$ cat src/rtl/sfp_acc_if.sv
// Bus between the psum SRAM read side and the SFP accumulate unit.
// Master drives the strobes and read data; slave returns the finalized results.
interface sfp_acc_if #(
  parameter int unsigned PsumBw = 16,
  parameter int unsigned Col    = 8
);
  logic                   acc;
  logic                   relu;
  logic [PsumBw*Col-1:0]  psum_in;
  logic [PsumBw*Col-1:0]  sfp_out;
  logic                   out_valid;
  logic [3:0]             acc_cnt;
  logic                   cnt_err;
  logic [Col-1:0]         ovf;

  modport master (
    output acc, relu, psum_in,
    input  sfp_out, out_valid, acc_cnt, cnt_err, ovf
  );

  modport slave (
    input  acc, relu, psum_in,
    output sfp_out, out_valid, acc_cnt, cnt_err, ovf
  );
endinterface

$ cat src/rtl/sfp_acc_unit.sv
// Per-column psum accumulator with ReLU finalize, beat counting and sticky overflow flags.
// One instance covers every output column; columns never interact.
module sfp_acc_unit #(
  parameter int unsigned PsumBw = 16,
  parameter int unsigned Col    = 8,
  parameter int unsigned LenKij = 9
) (
  input  logic       clk,
  input  logic       reset,
  sfp_acc_if.slave   bus
);

  localparam logic [3:0] LenKijW = 4'(LenKij);

  typedef enum logic [1:0] {StIdle, StAccum, StDone} state_e;

  state_e                        state_q, state_d;
  logic [Col-1:0][PsumBw-1:0]    accum_q, accum_d;
  logic [Col-1:0][PsumBw-1:0]    sfp_q, sfp_d;
  logic [Col-1:0][PsumBw-1:0]    psum, base, sum, fin;
  logic [3:0]                    cnt_q, cnt_d, cnt_inc, cnt_fin;
  logic                          valid_q, valid_d;
  logic                          err_q, err_d;
  logic [Col-1:0]                ovf_q, ovf_d, ovf_now;

  assign psum = bus.psum_in;

  // A beat taken outside ACCUM starts a fresh sum from zero.
  always_comb begin
    for (int c = 0; c < Col; c++) begin
      base[c]    = (state_q == StAccum) ? accum_q[c] : '0;
      sum[c]     = base[c] + psum[c];
      ovf_now[c] = (base[c][PsumBw-1] == psum[c][PsumBw-1]) &&
                   (sum[c][PsumBw-1] != base[c][PsumBw-1]);
    end
  end

  always_comb begin
    if (state_q != StAccum) begin
      cnt_inc = 4'd1;
    end else if (cnt_q == 4'hF) begin
      cnt_inc = cnt_q;
    end else begin
      cnt_inc = cnt_q + 4'd1;
    end
  end

  // With acc and relu together the beat is folded in before ReLU and the count check.
  assign fin     = bus.acc ? sum : accum_q;
  assign cnt_fin = bus.acc ? cnt_inc : cnt_q;

  always_comb begin
    state_d = state_q;
    accum_d = accum_q;
    sfp_d   = sfp_q;
    cnt_d   = cnt_q;
    valid_d = valid_q;
    err_d   = err_q;
    ovf_d   = ovf_q;

    if (bus.acc) begin
      accum_d = sum;
      cnt_d   = cnt_inc;
      ovf_d   = ovf_q | ovf_now;
      valid_d = 1'b0;
      state_d = StAccum;
    end

    if (bus.relu) begin
      if (bus.acc || (state_q == StAccum)) begin
        for (int c = 0; c < Col; c++) begin
          sfp_d[c] = fin[c][PsumBw-1] ? '0 : fin[c];
        end
        err_d   = err_q | (cnt_fin != LenKijW);
        valid_d = 1'b1;
        cnt_d   = 4'd0;
        state_d = StDone;
      end else if (state_q == StIdle) begin
        sfp_d   = '0;
        err_d   = err_q | (cnt_q != LenKijW);
        valid_d = 1'b1;
        cnt_d   = 4'd0;
        state_d = StDone;
      end
    end
  end

  always_ff @(posedge clk) begin
    if (reset) begin
      state_q <= StIdle;
      accum_q <= '0;
      sfp_q   <= '0;
      cnt_q   <= 4'd0;
      valid_q <= 1'b0;
      err_q   <= 1'b0;
      ovf_q   <= '0;
    end else begin
      state_q <= state_d;
      accum_q <= accum_d;
      sfp_q   <= sfp_d;
      cnt_q   <= cnt_d;
      valid_q <= valid_d;
      err_q   <= err_d;
      ovf_q   <= ovf_d;
    end
  end

  assign bus.sfp_out   = sfp_q;
  assign bus.out_valid = valid_q;
  assign bus.acc_cnt   = cnt_q;
  assign bus.cnt_err   = err_q;
  assign bus.ovf       = ovf_q;

endmodule

$ cat src/flat_wrapper.sv
// flat-port wrapper written by rule: the top's interface ports become plain ports
module sfp_acc_unit_flat 
#(
  parameter int unsigned PsumBw = 16,
  parameter int unsigned Col    = 8,
  parameter int unsigned LenKij = 9
)
  (clk, reset, bus_acc, bus_relu, bus_psum_in, bus_sfp_out, bus_out_valid, bus_acc_cnt, bus_cnt_err, bus_ovf);
  sfp_acc_if #(.PsumBw(PsumBw), .Col(Col)) bus_i ();
  input  logic clk;
  input  logic reset;
  input wire logic [$bits(bus_i.acc)-1:0] bus_acc;
  input wire logic [$bits(bus_i.relu)-1:0] bus_relu;
  input wire logic [$bits(bus_i.psum_in)-1:0] bus_psum_in;
  output wire logic [$bits(bus_i.sfp_out)-1:0] bus_sfp_out;
  output wire logic [$bits(bus_i.out_valid)-1:0] bus_out_valid;
  output wire logic [$bits(bus_i.acc_cnt)-1:0] bus_acc_cnt;
  output wire logic [$bits(bus_i.cnt_err)-1:0] bus_cnt_err;
  output wire logic [$bits(bus_i.ovf)-1:0] bus_ovf;
  assign bus_i.acc = bus_acc;
  assign bus_i.relu = bus_relu;
  assign bus_i.psum_in = bus_psum_in;
  assign bus_sfp_out = bus_i.sfp_out;
  assign bus_out_valid = bus_i.out_valid;
  assign bus_acc_cnt = bus_i.acc_cnt;
  assign bus_cnt_err = bus_i.cnt_err;
  assign bus_ovf = bus_i.ovf;
  sfp_acc_unit #(.PsumBw(PsumBw), .Col(Col), .LenKij(LenKij)) u_core (.clk(clk), .reset(reset), .bus(bus_i));
endmodule
$ cat config.mk
export PLATFORM = sky130hd
export DESIGN_NAME = sfp_acc_unit_flat
export DESIGN_NICKNAME = d
export VERILOG_FILES = /design/src/rtl/sfp_acc_if.sv /design/src/rtl/sfp_acc_unit.sv /design/src/flat_wrapper.sv
export SDC_FILE = /design/constraint.sdc
export NUM_CORES = 1
export LEC_CHECK = 0
export CORE_MARGIN = 2
export CORE_UTILIZATION = 55
export CTS_BUF_LIST = sky130_fd_sc_hd__clkbuf_2
export DETAILED_ROUTE_END_ITERATION = 16
export GPL_TIMING_DRIVEN = 0
export HOLD_SLACK_MARGIN = 0.06
export PLACE_DENSITY = 0.94
export SYNTH_ARGS = -nofsm -noshare
export SYNTH_HDL_FRONTEND = slang
export SYNTH_SLANG_ARGS = --single-unit
$ cat constraint.sdc
create_clock -name clk -period 5 [get_ports clk]
set_input_delay 0.75 -clock clk [delete_from_list [all_inputs] [get_ports clk]]
set_output_delay 0.75 -clock clk [all_outputs]
set_load 0.1 [all_outputs]
# Word level (Yosys, flattened, before mapping)
# Index checks and enable logic that the tools add are counted.
# Widths: inputs -> output; s select.
word_totals:
  register_bits: 272
  ramBits: 0
  in_bits: 132
  memories: 0
  latch_bits: 0
  rom_bits: 0
  elab_cells: 101
  output_inout_bits: 142
op_classes:
  n_mul: 0
  n_reduce_logical: 12
  bitwise: 3
  eq_ne: 21
  add_sub_neg: 9
  muxes: 35
  n_shift: 0
  order_cmp: 0
  div: 0
op_table:
  columns: ["operator", "count"]
  rows:
  - ["$mux 128", 3]
  - ["$add 16x16->16", 8]
  - ["$mux 16", 8]
  - ["$mux 15", 8]
  - ["$mux 4", 6]
  - ["$eq 1x1->1", 8]
  - ["$logic_and 1x1->1", 8]
  - ["$mux 2", 4]
  - ["$ne 1x1->1", 8]
  - ["$ne 4x4->1 const B", 2]
  - ["$or 8x8->8", 1]
  - ["$mux 1", 6]
  - ["$add 4x1->4 const B", 1]
  - ["$eq 4x4->1 const B", 1]
  - ["$eq 2x1->1 const B", 1]
  - ["$logic_not 2->1", 1]
  - ["$ne 2x1->1 const B", 1]
  - ["$or 1x1->1", 2]
  - ["$reduce_and 2->1", 1]
  - ["$reduce_bool 2->1", 1]
  - ["$logic_or 1x1->1", 1]

# Longest topological paths before layout
# Gate-level depths: netlist of run 1.
depth:
  depth_word: 7
  mapped_depth: 16
  depth_no_buf: 12

# Worst setup path before layout of run 1
# Ideal clock, no wire load.
synth_path:
  path_type: "reg-to-reg"
  start: "register u_core.state_q[0]"
  end: "register u_core.sfp_q, in the netlist u_core.bus.sfp_out[67]"
  period_less_slack_ps: 3873
  stages_incl_launch_ff: 17
  arrival_ps: 3756
  t_required_ps: 4882
  n_path_buf: 5
  setup_ps: 118
  path_slack_ps: 1127
  cell_sequence: "dfxtp_1 > nor2b_1 > clkbuf_1 > clkbuf_1 > clkbuf_1 > clkbuf_1 > and2_1 > ha_1 > a2111oi_0 > o21a_1 > o21a_1 > or4b_4 > nand3_1 > and4_1 > o31a_4 > buf_6 > a22o_1"
synth_via:
  elab_chain_len: 6
  elab_cells_between_ends: 10
  cone_classes: "add/sub: 1; eq/ne: 1; mux: 4; reduce/logical: 4"
synth_lines:
  columns: ["item", "line_no", "rtl"]
  rows:
  - ["start: declaration", "sfp_acc_unit.sv:17", "state_e state_q, state_d;"]
  - ["start signal: assignment", "sfp_acc_unit.sv:90", "state_q <= StIdle;"]
  - ["start signal: assignment", "sfp_acc_unit.sv:98", "state_q <= state_d;"]
  - ["$eq 2x1->1", "sfp_acc_unit.sv:31, sfp_acc_unit.sv:70", null]
  - ["$mux 16", "sfp_acc_unit.sv:31", "base[c] = (state_q == StAccum) ? accum_q[c] : '0;"]
  - ["$add 16x16->16", "sfp_acc_unit.sv:32", "sum[c] = base[c] + psum[c];"]
  - ["$mux 128", "sfp_acc_unit.sv:49", "assign fin = bus.acc ? sum : accum_q;"]
  - ["$mux 15", "sfp_acc_unit.sv:72", "sfp_d[c] = fin[c][PsumBw-1] ? '0 : fin[c];"]
  - ["$mux 128", "sfp_acc_unit.sv:70", "if (bus.acc || (state_q == StAccum)) begin"]
  - ["end signal: assignment", "sfp_acc_unit.sv:100", "sfp_q <= sfp_d;"]
  - ["end: declaration", "sfp_acc_unit.sv:19", "logic [Col-1:0][PsumBw-1:0] sfp_q, sfp_d;"]
# Parallel ways exist; a longest one is shown, timed or not.
# A chain may end at the register's enable or synchronous reset.

# Worst setup path in the final report of run 1
layout_path:
  start: "register u_core.state_q[0]"
  end: "register u_core.sfp_q, in the netlist u_core.bus.sfp_out[3]"
# Same word-level chain as after synthesis.

==> results of run 1 <==
-- worst max-delay path: stages (launching register included) --
cell,delay (ps)
dfxtp_1,350
nor2b_1,210
clkbuf_2,310
clkbuf_2,320
clkbuf_2,350
clkbuf_1,390
and2_1,190
ha_1,260
o211a_1,260
o21a_1,220
o221ai_1,250
a21oi_1,220
o21a_1,240
or3_1,370
nand4_1,250
buf_2,310
a22o_1,170
-- power by group --
group          switching, W  total [W]  internal (W)
Sequential        0.0000638    0.00228       0.00222
Combinational      0.000833    0.00126      0.000423
Clock              0.000913    0.00152      0.000608
-- flip-flops by register name, indices dropped and copies added (netlist names) --
signal                count
u_core.state_q            2
u_core.bus.acc_cnt        4
u_core.bus.sfp_out      120
u_core.bus.cnt_err        1
u_core.accum_q          128
u_core.bus.ovf            8
u_core.bus.out_valid      1
-- per-layer routing --
| layer | part of all wire [%] | vias up | wire length, um | track usage [%] |
|---|---|---|---|---|
| li1 | - | 6994 | - | - |
| met1 | 40 | 7111 | 19780 | 39.40 |
| met2 | 46 | 751 | 22680 | 55.17 |
| met3 | 8.9 | 193 | 4393 | 7.078 |
| met4 | 5.3 | 0 | 2643 | 18.68 |
| met5 | 0 | - | 0 | 0 |
-- layout by cell type, fill, tap and decap left out, types with 28 or more instances in the layout --
| cell type | synthesis | routed |
|---|---|---|
| a21oi_1 | 104 | 103 |
| clkbuf_1 | 62 | 56 |
| clkdlybuf4s50_1 | 0 | 259 |
| o21ai_0 | 60 | 60 |
| a211oi_1 | 41 | 40 |
| a21o_1 | 32 | 32 |
| nor3_1 | 30 | 30 |
| inv_1 | 28 | 28 |
| dfxtp_1 | 264 | 264 |
| xnor2_1 | 68 | 68 |
| a22o_1 | 138 | 138 |
| mux2i_1 | 64 | 64 |
| nor2_1 | 173 | 173 |
| and2_1 | 128 | 128 |
| ha_1 | 121 | 121 |
| clkbuf_2 | 0 | 101 |
| nand2_1 | 75 | 75 |
-- path summary, 6_finish.rpt --
path / startpoint / cells after the start / endpoint
worst max-delay path: u_core.state_q[0] / 16 / u_core.bus.sfp_out[3]
worst min-delay path: u_core.bus.sfp_out[105] / 2 / u_core.bus.sfp_out[105]
worst max register to register: u_core.state_q[0] / 16 / u_core.bus.sfp_out[3]
worst min register to register: u_core.bus.sfp_out[105] / 2 / u_core.bus.sfp_out[105]
-- metrics by stage --
step	std cells	setup slack (ps)	power [W]	area, um2	hold WS, ps
after floorplan	1718	1127	0.003165	15340	433.6
after global placement	2355	-503.1	0.003522	18410	438.0
after detailed placement	2355	-593.3	0.003558	18410	444.5
after CTS	2469	83.81	0.005059	19010	433.6
after global routing	2472	-14.67	0.005278	19070	493.3
final	2474	255.1	0.005059	19070	468.3
-- timing repair --
action,CTS,global route
gates resized for setup,4,12
buffers inserted,0,0
setup endpoints to repair,116,72
-- cell families after synthesis --
group                    after synthesis  share of synthesized area [%]
AND/OR/NAND/NOR                      512                          16.63
adder cells (fa/ha/maj)              129                          10.93
multiplexers                          69                          4.574
flip-flops                           264                          34.50
other                                  1                        0.02448
AO/OA/AOI/OAI                        531                          25.13
buffers and inverters                120                          3.341
XOR/XNOR                              85                          4.860
-- final cells by class --
cell class	count	area (um2)	share of cell area, %
clock buffers	95	475.5	2.493
clock inverters	19	125.1	0.6560
plain buffers	92	417.9	2.191
inverters	28	105.1	0.5511
repair buffers	259	2592	13.59
diodes	5	12.51	0.06560
well taps	378	473.0	2.480
flip-flops and latches	264	5285	27.71
multi-input cells	1334	9585	50.26
==> metrics.yaml, run 1 <==
status: "complete, no violations"
cts_buffer_depth: 3
endpoint_kind: "flip-flop"
drtIter0Drc: 1200
tightestPinTransition_ps: 1162
grt_pass1_wl_um: 75780
powerDensity_nw_per_um2: 265.3
clock_latency_ps: 880
clkSinkCount: 264
synth_top_area_share_pct: 34.50
max_freq_mhz: 210.8
async_flop_share_pct: 0
ys_top_cells_by_count: "264 x dfxtp_1, 173 x nor2_1, 138 x a22o_1"
start_util_pct: 55.44
critical_path_class: "reg -> reg"
die-area_um2: 29200
ant_nets: 0
ys_ff_latch: 264
fillers: 2234
synth_flop_cell: "dfxtp_1"
cp.arrival_ps: 5520
die_y_um: 170.9
rrSetupSlack_ps: 260
synth_area_per_cell_um2: 8.952
ys_seq_area_share_pct: 34.50
port_buffers: 259
ys_types: 76
cts_tree: "built"
setup_viol: 0
finalClockSkew_ps: 79.45
grt.overflow.total: 0
fp.dieW_um: 170.9
drt-wirelength-per-cell_um: 20.00
track_usage_pct: 33.01
globalplace.congestion: 0.9405
synth_most_common_cell: "dfxtp_1"
final_util_pct: 69.03
synth_enable_flop_cells: 0
area_growth_pct: 24.51
p_leak_nw: 8.283
cts_buffers: 70
maxCapViolations: 0
postCtsHoldBufs: 0
yosys_warnings: 0
grt_max_degree: 11
vias: 15049
grt_pass1_vias: 14828
antenna_found_initial: 4
layout.nets: 2310
start_kind: "flip-flop"
ios: 274
hold_path_class: "reg -> reg"
vdd_drop_max_v: 0.0001928
drive_gt1_share_pct: 7.174
hold_violations: 0
wirelength_um: 49490
report.final.slew_viol_count: 0
fin_setup_tns_ps: 0
hpwlAfterDp_um: 35830
synth_area_um2: 15320
core_um2: 27630
max_slew_margin_pct: 22.51
crit_path_max_fanout: 10
firstDrtPassIters: 7
fin_crit_sh_pct: 94.90
h-tree-depth: 3
cts-root-buf: "clkbuf_2"
drc: 0
path_clk_slew_ps: 100
viasPerCell: 6.083
fp-row-count: 61
synth_top_area_cell: "dfxtp_1"
netlist_instances: 1711
period_needed_ps: 4745
critPathRequiredTime_ps: 5770
synth_area_leaders: "dfxtp_1 35%, ha_1 9.9%, a22o_1 7.9%, and2_1 5.2%, nor2_1 4.2%"
Power figures use the tool's default switching activity.
==> run 2, diff against run 1 <==
--- a/config.mk
+++ b/config.mk
@@ -11,7 +11,7 @@
 export DETAILED_ROUTE_END_ITERATION = 16
 export GPL_TIMING_DRIVEN = 0
 export HOLD_SLACK_MARGIN = 0.06
-export PLACE_DENSITY = 0.94
+export PLACE_DENSITY = 0.89
 export SYNTH_ARGS = -nofsm -noshare
 export SYNTH_HDL_FRONTEND = slang
 export SYNTH_SLANG_ARGS = --single-unit
==> run 2 against run 1 <==
Effect of this change: sequential power about the same; core utilization about the same; register-to-register slack worse by 20 ps; global-route usage down 0.54 points; critical path type unchanged; critical endpoint is now u_core.bus.sfp_out[23]; clock skew down 23 ps; die area unchanged.
==> metrics.yaml, run 2 (synthesis results as in run 1) <==
firstDrtPassIters: 7  # unchanged
regArea_um2: 5285  # unchanged
layout.nets: 2309  # -0.043%
highest_layer: "met4"
critPathSlowestCell: "a211oi_4"
p_leak_nw: 8.280  # about the same
cts-root-buf: "clkbuf_2"
crit_end: "u_core.bus.sfp_out[23]"
layout_common_cells: "264 x dfxtp_1, 259 x clkdlybuf4s50_1, 173 x nor2_1, 138 x a22o_1, 128 x and2_1"
antenna_found_initial: 5  # +1
start_util_pct: 55.44  # unchanged
cts_tree: "built"
max_stage_delay_ps: 500  # +110 ps
max_slew_margin_pct: 21.35  # -1.2 points
multiInputGateArea_um2: 9594  # about the same
track_usage_pct: 32.48  # -0.54 points
path_buf_inv: 5  # unchanged
cp.arrival_ps: 5540  # +20 ps
maxCapViolations: 0  # unchanged
fp.dieW_um: 170.9  # unchanged
hpwlAfterDp_um: 35210  # -1.7%
die-area_um2: 29200  # unchanged
fin_crit_sh_pct: 95.25  # +0.35 points
critical_path_class: "reg -> reg"
path_cells: "nor2b_1, clkbuf_2, clkbuf_2, clkbuf_2, clkbuf_1, and2_1, ha_1, a21o_1, a21oi_1, o21ai_0, o22ai_2, or2_2, mux2i_1, a211oi_4, buf_2, a22o_1"
status: "complete, no violations"
start_kind: "flip-flop"
viasPerCell: 6.003  # -1.3%
fin_ws_ps: 237.6  # -17.59 ps
fillers: 2224  # -0.45%
fin_setup_tns_ps: 0  # unchanged
cts_buffers: 70  # unchanged
hold_path_class: "reg -> reg"
grt_pass1_wl_um: 74530  # -1.6%
r2r.worst_path.cells: 16  # unchanged
grt_max_degree: 11  # unchanged
clock_latency_ps: 870  # about the same
hold_violations: 0  # unchanged
r2r-end: "u_core.bus.sfp_out[23]"
rsz0062_at_grt: "false"
endpoint_kind: "flip-flop"
critPathRequiredTime_ps: 5770  # about the same
grt.overflow.total: 0  # unchanged
drtIter0Drc: 1116  # -7.0%
largest_reg_flops: 128  # unchanged
rr_startpoint: "u_core.state_q[0]"
crit_path_max_fanout: 19  # +9
ios: 274  # unchanged
setup_viol: 0  # unchanged
wirelength_um: 48680  # -1.6%
place_area_um2: 18410  # unchanged
drt-wirelength-per-cell_um: 19.70  # -1.5%
fp-row-count: 61  # unchanged
final_area_um2: 19060  # about the same
crit_top_cell: "clkbuf_2"
tightestPinTransition_ps: 1175  # +13.15 ps
ant_nets: 0  # unchanged
area_growth_pct: 24.46  # about the same
drive_gt1_share_pct: 7.232  # +0.058 points
crit_path_start: "u_core.state_q[0]"
powerDensity_nw_per_um2: 264.6  # -0.27%
regMostFlops: "u_core.accum_q"
path_clk_slew_ps: 100  # about the same
rrSetupSlack_ps: 240  # -20 ps
vias: 14833  # -1.4%
dr_wl_met3_um: 4146  # -5.6%
max_freq_mhz: 210.0  # -0.37%
wl_met1_um: 19990  # +1.1%
dp_slack_ps: -727.9  # -134.6 ps
wl_met2_um: 22260  # -1.8%
die_y_um: 170.9  # unchanged
globalplace.congestion: 0.8994  # -4.4%
port_buffers: 259  # unchanged
clkSinkCount: 264  # unchanged
path_depth: 16  # unchanged
period_needed_ps: 4762  # +17.59 ps
core_um2: 27630  # unchanged
vdd_drop_max_v: 0.0001937  # +0.50%
layout_commonest_cell: "dfxtp_1"
report.final.slew_viol_count: 0  # unchanged
h-tree-depth: 3  # unchanged
drc: 0  # unchanged
finalClockSkew_ps: 56.21  # -23.24 ps
grt_pass1_vias: 14739  # -0.60%
cts_buffer_depth: 3  # unchanged
cp_top_family: "buffers and inverters"
finalPower_w: 0.005044  # -0.31%
## run 2: changes by cell type in the layout (fill, tap and decap cells not counted)
| cell | before | now |
|---|---|---|
| a211oi_2 | 1 | 2 |
| clkbuf_1 | 56 | 54 |
| clkbuf_4 | 1 | 0 |
| o21ai_1 | 14 | 13 |
| o21ai_2 | 1 | 2 |
| clkbuf_2 | 101 | 100 |
| a211oi_1 | 40 | 39 |
| inv_2 | 1 | 3 |
| clkinv_2 | 1 | 0 |
## run 2: how the worst min path moves through the flow
stage                            start                      end  slack (ps)  cells past startpoint
2_1_floorplan      u_core.accum_q[122]      u_core.accum_q[122]         430                      2
3_3_place_gp   u_core.bus.sfp_out[105]  u_core.bus.sfp_out[105]         440                      2
3_5_place_dp   u_core.bus.sfp_out[105]  u_core.bus.sfp_out[105]         440                      2
4_1_cts                bus_psum_in[63]        u_core.bus.ovf[3]         460                      5
5_1_grt        u_core.bus.sfp_out[105]  u_core.bus.sfp_out[105]         500                      2
6_report       u_core.bus.sfp_out[105]  u_core.bus.sfp_out[105]         460                      2
## run 2: where the power goes
group          total, W  internal, W  switching (W)
clock network   0.00151     0.000595       0.000915
logic           0.00125     0.000423       0.000829
registers       0.00228      0.00222      0.0000625
## run 2: repair_timing
action                     4_1_cts  5_1_grt
hold buffers                     0        0
setup endpoints to repair      120       67
gates resized for setup          4       14
setup buffers                    0        0
## run 2: per-stage QoR
| stage | utilization (%) | instances | hold slack, ps |
|---|---|---|---|
| global route | 68.98 | 2469 | 501.1 |
| global placement | 66.63 | 2355 | 438.3 |
| finish | 69.00 | 2471 | 460.5 |
| floorplan | - | 1718 | 433.6 |
| detailed placement | 66.63 | 2355 | 443.5 |
| CTS | 68.78 | 2467 | 456.9 |
## run 2: routing by layer
metal	track usage [%]	vias up
met5	0	-
met4	17.28	0
met3	7.587	150
met2	53.60	666
met1	39.36	7022
li1	-	6995
## run 2: final cells by class
type | instances | share of cell area, %
repair buffers | 259 | 13.60
multi-input cells | 1334 | 50.33
diodes | 5 | 0.06563
clock inverters | 20 | 0.6695
inverters | 28 | 0.5513
well taps | 378 | 2.481
plain buffers | 91 | 2.166
clock buffers | 92 | 2.415
flip-flops and latches | 264 | 27.72
## run 2: tightest hold or removal path, stage by stage, from the launching register on
cell and delay [ps]:
dfxtp_1 330, nand2_1 50, o41ai_1 50
==> run 3, diff against run 2 <==
--- a/config.mk
+++ b/config.mk
@@ -5,9 +5,11 @@
 export SDC_FILE = /design/constraint.sdc
 export NUM_CORES = 1
 export LEC_CHECK = 0
+export CAP_MARGIN = 20
 export CORE_MARGIN = 2
 export CORE_UTILIZATION = 55
 export CTS_BUF_LIST = sky130_fd_sc_hd__clkbuf_2
+export CTS_CLUSTER_DIAMETER = 100
 export DETAILED_ROUTE_END_ITERATION = 16
 export GPL_TIMING_DRIVEN = 0
 export HOLD_SLACK_MARGIN = 0.06
==> results of run 3 <==
Same layout as run 2: the final DEF is identical, and so are final timing and power.
